## config.mk

```make
export PLATFORM = sky130hd
export DESIGN_NAME = vga_timing_gen_flat
export DESIGN_NICKNAME = d
export VERILOG_FILES = /design/src/rtl/vga_timing_gen_if.sv /design/src/rtl/vga_timing_gen.sv /design/src/flat_wrapper.sv
export SDC_FILE = /design/constraint.sdc
export NUM_CORES = 1
export LEC_CHECK = 0
export BUFFER_PORTS_ARGS = -buffer_cell sky130_fd_sc_hd__buf_2
export CAP_MARGIN = 20
export CELL_PAD_IN_SITES_DETAIL_PLACEMENT = 0
export CELL_PAD_IN_SITES_GLOBAL_PLACEMENT = 2
export CORE_MARGIN = 2
export CORE_UTILIZATION = 28
export CTS_BUF_LIST = sky130_fd_sc_hd__clkbuf_4 sky130_fd_sc_hd__clkbuf_8 sky130_fd_sc_hd__clkbuf_16
export DETAILED_ROUTE_END_ITERATION = 16
export GPL_TIMING_DRIVEN = 0
export PLACE_DENSITY = 0.76
export SKIP_LAST_GASP = 1
export SLEW_MARGIN = 5
export SYNTH_ARGS = -nofsm -noshare
export SYNTH_HDL_FRONTEND = slang
export SYNTH_SLANG_ARGS = --single-unit
```

## constraint.sdc

```tcl
create_clock -name Clk -period 2.1 [get_ports Clk]
set_clock_uncertainty 0.15 [all_clocks]
set_input_delay 0.105 -clock Clk [delete_from_list [all_inputs] [get_ports Clk]]
set_output_delay 0.105 -clock Clk [all_outputs]
set_load 0.01 [all_outputs]
```

## src/rtl/vga_timing_gen_if.sv

```systemverilog
// Bundle of the VGA timing generator's game-logic and DAC-side signals.
// master: the timing generator. slave: the consumer (game logic / DAC pins).
interface vga_timing_gen_if;
  logic [23:0] color_data;
  logic [9:0]  DrawX;
  logic [9:0]  DrawY;
  logic        pixel_clk;
  logic        frame_clk;
  logic        VGA_HS;
  logic        VGA_VS;
  logic        VGA_BLANK_N;
  logic        VGA_SYNC_N;
  logic [7:0]  VGA_R;
  logic [7:0]  VGA_G;
  logic [7:0]  VGA_B;

  modport master (
    input  color_data,
    output DrawX, DrawY, pixel_clk, frame_clk,
    output VGA_HS, VGA_VS, VGA_BLANK_N, VGA_SYNC_N,
    output VGA_R, VGA_G, VGA_B
  );

  modport slave (
    output color_data,
    input  DrawX, DrawY, pixel_clk, frame_clk,
    input  VGA_HS, VGA_VS, VGA_BLANK_N, VGA_SYNC_N,
    input  VGA_R, VGA_G, VGA_B
  );
endinterface

```

## src/rtl/vga_timing_gen.sv

```systemverilog
// VGA raster timing generator with a registered pixel output stage.
// DrawX/DrawY come straight from the counters; every DAC pin is registered
// from the pre-increment counters, so pins lag DrawX/DrawY by one pixel.
module vga_timing_gen #(
  parameter int CLK_DIV   = 2,
  parameter int H_VISIBLE = 640,
  parameter int H_FRONT   = 16,
  parameter int H_SYNC    = 96,
  parameter int H_BACK    = 48,
  parameter int V_VISIBLE = 480,
  parameter int V_FRONT   = 10,
  parameter int V_SYNC    = 2,
  parameter int V_BACK    = 33
) (
  input  logic             Clk,
  input  logic             Reset,
  vga_timing_gen_if.master vga
);
  localparam int H_TOTAL = H_VISIBLE + H_FRONT + H_SYNC + H_BACK;
  localparam int V_TOTAL = V_VISIBLE + V_FRONT + V_SYNC + V_BACK;
  localparam int DIV_W   = (CLK_DIV > 1) ? $clog2(CLK_DIV) : 1;

  localparam logic [DIV_W-1:0] DIV_LAST = DIV_W'(CLK_DIV - 1);
  localparam logic [DIV_W-1:0] DIV_ONE  = DIV_W'(1);
  localparam logic [9:0]       H_LAST   = 10'(H_TOTAL - 1);
  localparam logic [9:0]       V_LAST   = 10'(V_TOTAL - 1);

  // Compare in 11 bits so the parameter sums never truncate.
  localparam logic [10:0] HS_START = 11'(H_VISIBLE + H_FRONT);
  localparam logic [10:0] HS_END   = 11'(H_VISIBLE + H_FRONT + H_SYNC);
  localparam logic [10:0] VS_START = 11'(V_VISIBLE + V_FRONT);
  localparam logic [10:0] VS_END   = 11'(V_VISIBLE + V_FRONT + V_SYNC);
  localparam logic [10:0] H_VIS_W  = 11'(H_VISIBLE);
  localparam logic [10:0] V_VIS_W  = 11'(V_VISIBLE);

  logic [DIV_W-1:0] div;
  logic [9:0]       hc;
  logic [9:0]       vc;
  logic             pixel_en;
  logic [10:0]      hc_w;
  logic [10:0]      vc_w;
  logic             hs_active;
  logic             vs_active;
  logic             visible;

  logic             hs_q;
  logic             vs_q;
  logic             frame_q;
  logic             blank_n_q;
  logic [7:0]       r_q;
  logic [7:0]       g_q;
  logic [7:0]       b_q;

  assign pixel_en  = (div == DIV_LAST);
  assign hc_w      = {1'b0, hc};
  assign vc_w      = {1'b0, vc};
  assign hs_active = (hc_w >= HS_START) && (hc_w < HS_END);
  assign vs_active = (vc_w >= VS_START) && (vc_w < VS_END);
  assign visible   = (hc_w < H_VIS_W) && (vc_w < V_VIS_W);

  // Clock divider producing the one-Clk-wide pixel enable.
  always_ff @(posedge Clk) begin
    if (Reset)         div <= '0;
    else if (pixel_en) div <= '0;
    else               div <= div + DIV_ONE;
  end

  // Horizontal/vertical scan counters, advanced once per pixel.
  always_ff @(posedge Clk) begin
    if (Reset) begin
      hc <= '0;
      vc <= '0;
    end else if (pixel_en) begin
      if (hc == H_LAST) begin
        hc <= '0;
        vc <= (vc == V_LAST) ? 10'd0 : vc + 10'd1;
      end else begin
        hc <= hc + 10'd1;
      end
    end
  end

  // Pin stage: sync, blank and colour registered from the current (pre-increment) position.
  always_ff @(posedge Clk) begin
    if (Reset) begin
      hs_q      <= 1'b1;
      vs_q      <= 1'b1;
      frame_q   <= 1'b1;
      blank_n_q <= 1'b0;
      r_q       <= '0;
      g_q       <= '0;
      b_q       <= '0;
    end else if (pixel_en) begin
      hs_q      <= !hs_active;
      vs_q      <= !vs_active;
      frame_q   <= !vs_active;
      blank_n_q <= visible;
      r_q       <= visible ? vga.color_data[23:16] : 8'd0;
      g_q       <= visible ? vga.color_data[15:8]  : 8'd0;
      b_q       <= visible ? vga.color_data[7:0]   : 8'd0;
    end
  end

  assign vga.DrawX       = hc;
  assign vga.DrawY       = vc;
  assign vga.pixel_clk   = pixel_en;
  assign vga.frame_clk   = frame_q;
  assign vga.VGA_HS      = hs_q;
  assign vga.VGA_VS      = vs_q;
  assign vga.VGA_BLANK_N = blank_n_q;
  assign vga.VGA_SYNC_N  = 1'b0;
  assign vga.VGA_R       = r_q;
  assign vga.VGA_G       = g_q;
  assign vga.VGA_B       = b_q;
endmodule
```

## src/flat_wrapper.sv

```systemverilog
// flat-port wrapper written by rule: the top's interface ports become plain ports
module vga_timing_gen_flat 
#(
  parameter int CLK_DIV   = 2,
  parameter int H_VISIBLE = 640,
  parameter int H_FRONT   = 16,
  parameter int H_SYNC    = 96,
  parameter int H_BACK    = 48,
  parameter int V_VISIBLE = 480,
  parameter int V_FRONT   = 10,
  parameter int V_SYNC    = 2,
  parameter int V_BACK    = 33
)
  (Clk, Reset, vga_color_data, vga_DrawX, vga_DrawY, vga_pixel_clk, vga_frame_clk, vga_VGA_HS, vga_VGA_VS, vga_VGA_BLANK_N, vga_VGA_SYNC_N, vga_VGA_R, vga_VGA_G, vga_VGA_B);
  vga_timing_gen_if vga_i ();
  input  logic Clk;
  input  logic Reset;
  input wire logic [$bits(vga_i.color_data)-1:0] vga_color_data;
  output wire logic [$bits(vga_i.DrawX)-1:0] vga_DrawX;
  output wire logic [$bits(vga_i.DrawY)-1:0] vga_DrawY;
  output wire logic [$bits(vga_i.pixel_clk)-1:0] vga_pixel_clk;
  output wire logic [$bits(vga_i.frame_clk)-1:0] vga_frame_clk;
  output wire logic [$bits(vga_i.VGA_HS)-1:0] vga_VGA_HS;
  output wire logic [$bits(vga_i.VGA_VS)-1:0] vga_VGA_VS;
  output wire logic [$bits(vga_i.VGA_BLANK_N)-1:0] vga_VGA_BLANK_N;
  output wire logic [$bits(vga_i.VGA_SYNC_N)-1:0] vga_VGA_SYNC_N;
  output wire logic [$bits(vga_i.VGA_R)-1:0] vga_VGA_R;
  output wire logic [$bits(vga_i.VGA_G)-1:0] vga_VGA_G;
  output wire logic [$bits(vga_i.VGA_B)-1:0] vga_VGA_B;
  assign vga_i.color_data = vga_color_data;
  assign vga_DrawX = vga_i.DrawX;
  assign vga_DrawY = vga_i.DrawY;
  assign vga_pixel_clk = vga_i.pixel_clk;
  assign vga_frame_clk = vga_i.frame_clk;
  assign vga_VGA_HS = vga_i.VGA_HS;
  assign vga_VGA_VS = vga_i.VGA_VS;
  assign vga_VGA_BLANK_N = vga_i.VGA_BLANK_N;
  assign vga_VGA_SYNC_N = vga_i.VGA_SYNC_N;
  assign vga_VGA_R = vga_i.VGA_R;
  assign vga_VGA_G = vga_i.VGA_G;
  assign vga_VGA_B = vga_i.VGA_B;
  vga_timing_gen #(.CLK_DIV(CLK_DIV), .H_VISIBLE(H_VISIBLE), .H_FRONT(H_FRONT), .H_SYNC(H_SYNC), .H_BACK(H_BACK), .V_VISIBLE(V_VISIBLE), .V_FRONT(V_FRONT), .V_SYNC(V_SYNC), .V_BACK(V_BACK)) u_core (.Clk(Clk), .Reset(Reset), .vga(vga_i));
endmodule
```

# After elaboration in Yosys (flattened, before gate mapping)

Cells that the tools add are included.

Register bits after elaboration: 48
Output and inout bits: 50
Logic and storage cells: 32

Mux-type cells: 5
Reduce and logical (&&, ||, !) cells: 7
Magnitude comparators: 6
Equal/unequal tests: 2
Add/subtract/negate cells: 3

Operators with widths:

| operator                                                                             | count |
|---|---|
| 8-bit 2-to-1 mux                                                                     | 3 |
| 10-bit by 1-bit adder with 10-bit output, second input constant                      | 2 |
| 10-bit equality test, second input constant                                          | 2 |
| 10-bit less-than comparator, second input constant                                   | 2 |
| 10-bit by 9-bit less-than comparator with 1-bit output, second input constant        | 2 |
| 10-bit 2-to-1 mux                                                                    | 2 |
| 10-bit greater-or-equal comparator, second input constant                            | 1 |
| 10-bit by 9-bit greater-or-equal comparator with 1-bit output, second input constant | 1 |
| 1-bit logical AND                                                                    | 3 |
| 1-bit zero test                                                                      | 2 |
| 2-bit AND reduction                                                                  | 1 |
| 2-bit OR reduction                                                                   | 1 |
| 1-bit adder, second input constant                                                   | 1 |

# Depth between registers and ports, before layout

Gate-level depths: netlist of the first run.

Depth in word-level cells: 3
Mapped depth: 6

# Worst setup path after synthesis of the first run

OpenSTA, ideal clock, no wires.

Path type: register to register
Start point: reg u_core.hc[0], in the netlist u_core.vga.DrawX[0]
End point: reg u_core.vc[7], in the netlist u_core.vga.DrawY[7]
Cell stages (with the launch flop): 7
Setup slack: 0.115 ns
Buffers on the path: 1
Setup time: 0.066 ns
Arrival time: 1.768 ns
Cells stage by stage: dfxtp_1 ha_1 and4bb_4 nand3_4 buf_6 or4_4 a21oi_2

Cells in the longest elaborated chain, start to end: 2

Ends and longest elaborated chain:

| item                                 | line                 | text |
|---|---|---|
| from (decl)                          | vga_timing_gen.sv:37 | `logic [9:0] hc;` |
| from (signal assigned)               | vga_timing_gen.sv:78 | `hc <= hc + 10'd1;` |
| 10-bit equality test                 | vga_timing_gen.sv:74 | `if (hc == H_LAST) begin` |
| 2-bit AND reduction (no source line) | n/a                  |  |
| to (signal assigned)                 | vga_timing_gen.sv:76 | `vc <= (vc == V_LAST) ? 10'd0 : vc + 10'd1;` |
| to (decl)                            | vga_timing_gen.sv:38 | `logic [9:0] vc;` |

Every way passes these cells.
A chain may end at the register's enable or synchronous reset.

# Worst setup path in the final report of the first run

Same ends and word-level chain as after synthesis.

==> qor.csv, run 1 <==
metric,value,unit
Yosys cell types,44,
core area,6720,um^2
met2 WL,2260,um
post-synthesis register bit count,48,
worst-path cell chain,"ha_2, and4bb_4, nand3_4, buf_6, or4_4, a21oi_2",
share of cells above drive strength 1,0.338,
Final ANT Viol Nets,0,
Crit path required time,2.19,ns
hold depth,1,
"Slowest-stage cell, CP",or4_4,
number of diodes,0,
Final GP Congestion,0.675,
uppermost layer routed,met4,
Max clock buf depth,2,
CTS buffer count,5,
DRT iter0 DRCs,90,
IO Pins,76,
WP data arrival,2.07,ns
Overall Global Routing Usage,0.135,
Crit Path Class,flip-flop to flip-flop,
Leak,1.23,nW
RR Endpoint,u_core.vga.DrawY[7]$_SDFFE_PP0P_,
main combinational cell family by area after synthesis,simple AND/OR/NAND/NOR gates,
PD cells,609,nW/um^2
CTS Sinks,48,
layout net count,329,
"worst slack, placed",0.0428,ns
crit-path max cell delay,0.51,ns
Worst R2R Path Depth,6,
Post-Syn Nets,220,
met1 wire length,2430,um
Compound-Gate Fraction of Synth Area,0.179,
multiplexer area fraction after synthesis,0,
total number of vias,1831,
Synth Area in Adders,0.0259,
Core Rows,30,
clk root buf,clkbuf_8,
"critical path fanouts, max",10,
antenna violations before repair,0,
startpoint types,flip-flop,
Post-DP HPWL,3440,um
Die X-Extent,87.1,um
first-pass iteration count of the detailed router,4,
final worst slack,0.116,ns
ys async rst share,0,
initial core utilization,0.288,
status,finished clean,
htree depth,2,
grt ovf,0,
Max Clk Rate,504,MHz
CTS tree,built,
number of flops mapped to enable cells by yosys,0,
clock latency at the later pin of the worst-skew pair,0.30,ns
Post-Syn Instances,190,
vias in the first global route,1688,
Met3 Routed Length,300,um
port buffer count,74,
Max Cap Violations,0,
Layout area overhead,44.1,%
Syn Area/Cell,10.2,um^2
Worst Tran Pin Value,0.572,ns
setup violators final,0,
DRC Markers,0,
Worst Hold End,u_core.vga.VGA_BLANK_N$_SDFFE_PP0P_,
Final Routed Wirelength,5040,um
RSZ-0062 raised after global routing,no,
endpoints failing hold,0,
register area share after synthesis,0.497,
Hold Crit Start,u_core.vga.VGA_BLANK_N$_SDFFE_PP0P_,
Final min period,1.98,ns
reg2reg setup slack,0.12,ns
Yosys warnings,0,
largest net degree at the start of global routing,14,
Worst-path clk slew,0.09,ns
die area,7580,um^2
XOR/XNOR share of the synthesized area,0.0498,
max_slew headroom,0.617,
r2r startpoint,u_core.vga.DrawX[0]$_SDFFE_PP0P_,
mapped cell area,1930,um^2
Peak supply drop,0.251,mV
simple logic cell fraction of the synthesized area,0.208,
Hold Crit Class,flip-flop to flip-flop,
period utilization,0.945,
Final Max Tran Viols,0,
first-pass GRT wire length,8090,um
Main synth FF type,dfxtp_1,
chip height,87.1,um
setup TNS,0,ns
post-DR vias/cell,4.83,
Worst setup EP type,flip-flop,
per-cell routed wire length,13.3,um
-- cells in the final DEF, fill, tap and decap left out, types with 4 or more instances in the layout --
cell type / instances
xnor2_1: 6
and3_1: 4
o21ai_0: 4
inv_1: 7
nand3_1: 4
buf_4: 4
dlygate4sd3_1: 26
buf_2: 77
a22o_1: 24
dfxtp_1: 46
nand2_1: 12
nor2_1: 13
a21oi_1: 7
nor3_1: 4
clkbuf_8: 5
nand4_1: 8
xor2_1: 5
-- worst max-delay path: cells and delay by family (launching register included) --
kind                     cells  cell delay (ns)
flip-flops                   1             0.38
buffers and inverters        1             0.15
AND/OR/NAND/NOR              3             0.90
adder cells (fa/ha/maj)      1             0.22
AO/OA/AOI/OAI                1             0.13
-- final cells by class --
class / count / area [um^2]
buffer: 8 / 48.8
sequential: 48 / 963
inverter: 7 / 26.3
clock buffer: 6 / 76.3
tap: 80 / 100
clock inverter: 1 / 5.00
multi-input combinational: 127 / 920
fill: 661 / 3930
timing repair buffer: 102 / 646
-- timing repair --
item,4_1_cts,5_1_grt
hold endpoints to repair,27,0
hold buffers,26,0
resized for setup,0,6
setup buffers,0,2
endpoints found under the setup margin,0,28
-- registers in the layout, indices dropped and copies added, names as in the netlist --
name and cells:
u_core.vga.DrawY 10, u_core.vga.VGA_R 8, u_core.vga.VGA_BLANK_N 1, u_core.vga.VGA_B 8
u_core.vga.DrawX 10, u_core.vga.frame_clk 1, u_core.vga.VGA_G 8, u_core.vga.pixel_clk 1
u_core.vga.VGA_HS 1
-- layer usage --
metal,vias to the layer above,global-route usage
li1,918,-
met1,845,0.179
met2,64,0.208
met3,4,0.0455
met4,0,0.0420
met5,-,0
-- where the power goes --
part	internal, mW	leakage, nW	total [mW]	switching [mW]
clock network	0.240	0.0445	0.544	0.304
registers	0.945	0.392	0.967	0.0222
logic	0.102	0.793	0.186	0.0841
-- metrics by stage --
step	area [um^2]	util	power [mW]	std cells	hold WS [ns]
2_1_floorplan	1930	-	1.06	190	0.0241
3_3_place_gp	2400	0.358	1.13	344	0.164
3_5_place_dp	2400	0.358	1.14	344	0.169
4_1_cts	2750	0.409	1.72	377	0.314
5_1_grt	2790	0.415	1.78	379	0.339
6_report	2790	0.415	1.70	379	0.321
-- logic make-up (layout without fill, tap and decap cells) --
logic type,after synthesis,after routing
flops,48,48
xor+xnor,11,11
buf+inv,15,124
other cells,1,1
compound gates,45,45
fa+ha+maj,4,4
simple gates,66,66
-- synthesized netlist by cell type (2+ instances only) --
library cell	instances	area, um^2
a21oi_1	7	35.0
a22o_1	24	210
and3_1	4	25.0
buf_2	3	15.0
buf_4	2	15.0
clkbuf_1	2	7.51
dfxtp_1	48	961
ha_1	4	50.1
inv_1	7	26.3
nand2_1	12	45.0
nand3_1	4	20.0
nand4_1	8	50.1
nor2_1	13	48.8
nor3_1	4	20.0
o21ai_0	4	20.0
o31ai_1	3	22.5
or3_1	3	18.8
or4_1	3	22.5
xnor2_1	6	52.6
xor2_1	5	43.8
-- worst max path at each step --
| stage | endpoint | start | slack (ns) | depth (start not counted) |
|---|---|---|---|---|
| after global routing | u_core.vga.VGA_B[3]$_SDFFE_PP0P_ | u_core.vga.pixel_clk$_SDFF_PP0_ | 0.004 | 4 |
| final | u_core.vga.DrawY[7]$_SDFFE_PP0P_ | u_core.vga.DrawX[0]$_SDFFE_PP0P_ | 0.12 | 6 |
| after global placement | u_core.vga.DrawY[7]$_SDFFE_PP0P_ | u_core.vga.DrawX[0]$_SDFFE_PP0P_ | 0.06 | 6 |
| after floorplan | u_core.vga.DrawY[7]$_SDFFE_PP0P_ | u_core.vga.DrawX[0]$_SDFFE_PP0P_ | 0.12 | 6 |
| after CTS | u_core.vga.VGA_G[5]$_SDFFE_PP0P_ | Reset | 0.02 | 7 |
| after detailed placement | u_core.vga.DrawY[4]$_SDFFE_PP0P_ | u_core.vga.DrawY[0]$_SDFFE_PP0P_ | 0.04 | 6 |
(Power assumes the default switching activity.)
==> inputs of run 2 (changes only) <==
PLACE_DENSITY = 0.87   (was 0.76)
==> run 2 against run 1 <==
Die area unchanged; register-to-register slack worse by 0.03 ns; setup slack worse by 0.033 ns; global-route usage shrank 0.29 points; wire length decreased by 3.3%; worst hold slack better by 0.0015 ns; clock power is 9.0% higher; largest cell class unchanged; largest power group unchanged; highest routed layer unchanged.
==> qor.csv, run 2 (same netlist as run 1, synthesis figures left out) <==
metric,value,unit,change
status,finished clean,,
port buffer count,74,,unchanged
Max Cap Violations,0,,unchanged
die area,7580,um^2,unchanged
period utilization,0.960,,+0.0158
Post-DP HPWL,3310,um,-3.6%
placed cell areas,2400,um^2,unchanged
initial core utilization,0.288,,unchanged
clock latency at the later pin of the worst-skew pair,0.30,ns,about the same
register share of total power,0.554,,-0.016
RSZ-0062 raised after global routing,yes,,
CTS Sinks,48,,unchanged
Crit Path Class,flip-flop to flip-flop,,
first-pass GRT wire length,7890,um,-2.6%
CTS tree,built,,
startpoint types,flip-flop,,
layout net count,326,,-0.91%
total number of vias,1782,,-2.7%
grt ovf,0,,unchanged
antenna violations before repair,0,,unchanged
"commonest non-fill, non-tap cell in the layout",buf_2,,
first-pass iteration count of the detailed router,4,,unchanged
vias in the first global route,1688,,unchanged
Register Area,962,um^2,-0.13%
hold depth,1,,unchanged
setup violators final,0,,unchanged
Worst Tran Pin Value,0.508,ns,-0.0641 ns
Final min period,2.02,ns,+0.0331 ns
WP data arrival,2.11,ns,+0.04 ns
largest net degree at the start of global routing,14,,unchanged
max_slew headroom,0.660,,+0.0429
Sw Ratio,0.231,,-0.0104
Layout area overhead,43.2,%,
share of cells above drive strength 1,0.327,,-0.0112
"Power, Total",1.74,mW,+2.7%
Final ANT Viol Nets,0,,unchanged
post-DR vias/cell,4.73,,-2.2%
chip height,87.1,um,unchanged
Pint,1.34,mW,+4.1%
Max clock buf depth,2,,unchanged
clk root buf,clkbuf_8,,
area occupied by multi-input gates,913,um^2,-0.68%
number of diodes,0,,unchanged
core area,6720,um^2,unchanged
Leak,1.23,nW,-0.34%
Worst-path clk slew,0.09,ns,about the same
Final Max Tran Viols,0,,unchanged
Hold Crit Class,flip-flop to flip-flop,,
"critical path fanouts, max",10,,unchanged
PD cells,630,nW/um^2,+3.3%
Worst R2R Path Depth,6,,unchanged
Peak supply drop,0.281,mV,+12%
"commonest cells after routing, fill and taps aside","77 x buf_2, 47 x dfxtp_1, 25 x dlygate4sd3_1, 24 x a22o_1, 13 x nor2_1",,
Overall Global Routing Usage,0.132,,-0.00294
Max Clk Rate,496,MHz,-1.6%
Finished Cell Area,2770,um^2,-0.58%
Worst setup EP type,flip-flop,,
CTS buffer count,5,,unchanged
IO Pins,76,,unchanged
Core Rows,30,,unchanged
postcts setup bufs,0,,unchanged
Crit path required time,2.19,ns,about the same
Final GP Congestion,0.744,,+10%
clock power share,0.340,,+0.019
P_sw,0.404,mW,-1.7%
DRC Markers,0,,unchanged
Die X-Extent,87.1,um,unchanged
Combinational Power Share,0.106,,-0.004
per-cell routed wire length,12.9,um,-2.8%
DRT iter0 DRCs,83,,-7.8%
htree depth,2,,unchanged
Filler cells,661,,unchanged
Final Routed Wirelength,4880,um,-3.3%
endpoints failing hold,0,,unchanged
run 2: cell types whose count changed in the layout (fill, tap and decap cells not counted):
| cell | previous run | this run |
|---|---|---|
| ha_2 | 1 | 0 |
| clkbuf_4 | 1 | 2 |
| dfxtp_1 | 46 | 47 |
| dlygate4sd3_1 | 26 | 25 |
| clkinv_2 | 1 | 0 |
| clkbuf_8 | 5 | 6 |
| or4_4 | 2 | 1 |
| buf_4 | 4 | 2 |
| dfxtp_2 | 2 | 1 |
| or4_1 | 2 | 3 |
| ha_1 | 3 | 4 |
run 2: power groups by stage:
stage                     combinational (mW)  clock [mW]  sequential [mW]
after global routing                   0.205       0.659            0.971
after floorplan                       0.0589           0             1.00
after global placement                 0.148           0            0.986
after CTS                              0.185       0.626            0.966
after detailed placement               0.151           0            0.985
final                                  0.185       0.593            0.966
run 2: area by class of cell:
type	count	area share
Sequential cell	48	0.347
Multi-Input combinational cell	127	0.330
Timing Repair Buffer	99	0.224
Tap cell	80	0.0361
Clock buffer	8	0.0352
Buffer	8	0.0176
Inverter	7	0.00949
run 2: repair_timing:
action                     in CTS  in global routing
hold endpoints to repair       28                  0
hold buffers                   25                  0
gates resized for setup         0                  3
setup endpoints to repair       0                 28
run 2: final timing paths:
check,start,end,slack (ns)
max,u_core.vga.DrawX[1]$_SDFFE_PP0P_,u_core.vga.DrawY[7]$_SDFFE_PP0P_,0.08
min,u_core.vga.VGA_BLANK_N$_SDFFE_PP0P_,u_core.vga.VGA_BLANK_N$_SDFFE_PP0P_,0.32
max reg2reg,u_core.vga.DrawX[1]$_SDFFE_PP0P_,u_core.vga.DrawY[7]$_SDFFE_PP0P_,0.08
min reg2reg,u_core.vga.VGA_BLANK_N$_SDFFE_PP0P_,u_core.vga.VGA_BLANK_N$_SDFFE_PP0P_,0.32
run 2: critical path, cell delays in order (launching register included):
cell      delay [ns]
dfxtp_1         0.39
ha_1            0.23
and4bb_4        0.31
nand3_4         0.09
buf_6           0.15
or4_4           0.51
a21oi_2         0.13
run 2: routing by layer:
layer | vias up | track usage | wire length (um)
met2 | 52 | 0.213 | 2180
met3 | 6 | 0.0379 | 234
li1 | 912 | - | -
met5 | - | 0 | 0
met4 | 0 | 0.0378 | 53
met1 | 812 | 0.172 | 2410
run 2: metrics by stage:
step / hold WS (ns) / instances / setup slack, ns / utilization / setup TNS (ns)
3_3_place_gp: 0.164 / 344 / 0.0577 / 0.358 / 0
4_1_cts: 0.318 / 377 / 0.0464 / 0.409 / 0
2_1_floorplan: 0.0241 / 190 / 0.115 / - / 0
3_5_place_dp: 0.168 / 344 / 0.0537 / 0.358 / 0
6_report: 0.322 / 377 / 0.0833 / 0.412 / 0
5_1_grt: 0.350 / 377 / -0.0411 / 0.412 / -0.0411
==> inputs of run 3 (changes only) <==
RECOVER_POWER = 50   (was not set)
==> run 3 against run 2 <==
Sequential power about the same; via count down 0.17%; first-iteration DRC count down 7.2%; clock-buffer cell count unchanged; final cell count unchanged; power down 0.33%; sequential share of layout area up 0.59 points; global-route usage unchanged; die area unchanged; fmax about the same; utilization down 0.69 points; clock power about the same; critical path type unchanged; highest routed layer unchanged.
==> qor.csv, run 3 (same netlist as run 1, synthesis figures left out) <==
metric,value,unit,change
Final Max Tran Viols,0,,unchanged
CTS tree,built,,
Inst Count DP,344,,unchanged
largest net degree at the start of global routing,14,,unchanged
antenna violations before repair,0,,unchanged
htree depth,2,,unchanged
DRT iter0 DRCs,77,,-7.2%
Combinational Power Share,0.102,,-0.004
grt ovf,0,,unchanged
share of cells above drive strength 1,0.202,,-0.125
Final Routed Wirelength,4850,um,-0.49%
Max clock buf depth,2,,unchanged
WP data arrival,2.11,ns,about the same
die area,7580,um^2,unchanged
Final min period,2.02,ns,+0.000954 ns
P_sw,0.406,mW,+0.55%
clk root buf,clkbuf_8,,
Final Instance Count excl. Fillers,377,,unchanged
crit-path max cell delay,0.51,ns,about the same
Worst Tran Pin Value,0.510,ns,+0.00242 ns
CTS buffer count,5,,unchanged
Final GP Congestion,0.744,,unchanged
first-pass iteration count of the detailed router,4,,unchanged
IO Pins,76,,unchanged
port buffer count,74,,unchanged
"Slowest-stage cell, CP",or4_4,,
"commonest cells after routing, fill and taps aside","47 x dfxtp_1, 40 x buf_2, 39 x clkbuf_1, 25 x dlygate4sd3_1, 24 x a22o_1",,
period utilization,0.961,,about the same
Die X-Extent,87.1,um,unchanged
clock latency at the later pin of the worst-skew pair,0.30,ns,about the same
Peak supply drop,0.278,mV,-1.1%
layout net count,326,,unchanged
core area,6720,um^2,unchanged
setup violators final,0,,unchanged
Worst-path clk slew,0.09,ns,about the same
endpoints failing hold,0,,unchanged
CTS Sinks,48,,unchanged
Post-DP HPWL,3310,um,unchanged
Hold Crit Class,flip-flop to flip-flop,,
Max Cap Violations,0,,unchanged
total number of vias,1779,,-0.17%
chip height,87.1,um,unchanged
DRC Markers,0,,unchanged
initial core utilization,0.288,,unchanged
Worst setup EP type,flip-flop,,
Crit Path Class,flip-flop to flip-flop,,
WP buf/inv,1,,unchanged
per-cell routed wire length,12.9,um,-0.49%
Sw Ratio,0.233,,+0.00205
Crit path required time,2.19,ns,about the same
worst-path cell chain,"ha_1, and4bb_4, nand3_4, buf_6, or4_4, a21oi_2",,
Leak,1.08,nW,-12%
postcts setup bufs,0,,unchanged
register share of total power,0.556,,+0.002
Max Clk Rate,496,MHz,about the same
"Power, Total",1.74,mW,-0.33%
startpoint types,flip-flop,,
"critical path fanouts, max",10,,unchanged
PD cells,638,nW/um^2,+1.4%
vias in the first global route,1688,,unchanged
first-pass GRT wire length,7890,um,unchanged
Core Rows,30,,unchanged
"commonest non-fill, non-tap cell in the layout",dfxtp_1,,
Overall Global Routing Usage,0.132,,unchanged
max_slew headroom,0.658,,-0.00162
post-DR vias/cell,4.72,,-0.17%
clock power share,0.342,,+0.002
Layout area overhead,40.8,%,
"CP delay by family, top",simple AND/OR/NAND/NOR gates,,
RSZ-0062 raised after global routing,yes,,
Pint,1.33,mW,-0.59%
number of diodes,0,,unchanged
status,finished clean,,
Final ANT Viol Nets,0,,unchanged
==> run 3: through the flow <==
stage	TNS [ns]	worst slack (ns)	utilization	hold slack [ns]	instance area, um^2
final	0	0.0823	0.405	0.323	2720
after global routing	-0.0411	-0.0411	0.405	0.355	2720
after CTS	0	0.0464	0.409	0.318	2750
after detailed placement	0	0.0537	0.358	0.168	2400
after global placement	0	0.0577	0.358	0.164	2400
after floorplan	0	0.115	-	0.0241	1930
==> run 3: path summary, 6_finish.rpt <==
kind | startpoint | to | slack (ns) | cells past startpoint
max | u_core.vga.DrawX[1]$_SDFFE_PP0P_ | u_core.vga.DrawY[7]$_SDFFE_PP0P_ | 0.08 | 6
min | u_core.vga.VGA_BLANK_N$_SDFFE_PP0P_ | u_core.vga.VGA_BLANK_N$_SDFFE_PP0P_ | 0.32 | 1
max reg2reg | u_core.vga.DrawX[1]$_SDFFE_PP0P_ | u_core.vga.DrawY[7]$_SDFFE_PP0P_ | 0.08 | 6
min reg2reg | u_core.vga.VGA_BLANK_N$_SDFFE_PP0P_ | u_core.vga.VGA_BLANK_N$_SDFFE_PP0P_ | 0.32 | 1
==> run 3: timing repair <==
| action | in CTS | in global routing |
|---|---|---|
| gates resized for setup | 0 | 3 |
| hold endpoints to repair | 28 | 0 |
| endpoints found under the setup margin | 0 | 28 |
| hold buffers | 25 | 0 |
==> run 3: power by group through the flow <==
stage	Combinational, mW	Clock, mW	Sequential, mW
2_1_floorplan	0.0589	0	1.00
3_3_place_gp	0.148	0	0.986
3_5_place_dp	0.151	0	0.985
4_1_cts	0.185	0.626	0.966
5_1_grt	0.196	0.659	0.972
6_report	0.177	0.595	0.967
==> run 3: area by class of cell <==
| type | count | area [um^2] |
|---|---|---|
| plain buffers | 8 | 48.8 |
| clock buffers | 8 | 97.6 |
| fillers | 676 | 4000 |
| inverters | 7 | 26.3 |
| multi-input cells | 127 | 913 |
| flip-flops and latches | 48 | 962 |
| well taps | 80 | 100 |
| repair buffers | 99 | 574 |
==> run 3: worst reg2reg max path: stages, from the launching register on <==
cell and delay (ns):
dfxtp_1 0.39, ha_1 0.23, and4bb_4 0.31, nand3_4 0.09, buf_6 0.15, or4_4 0.51, a21oi_2 0.13
==> run 3: routing by layer <==
| layer | GRT usage | vias to the layer above | part of all wire |
|---|---|---|---|
| met5 | 0 | - | 0 |
| met1 | 0.172 | 807 | 0.49 |
| met4 | 0.0378 | 0 | 0.011 |
| met3 | 0.0379 | 6 | 0.050 |
| met2 | 0.213 | 54 | 0.45 |
| li1 | - | 912 | - |
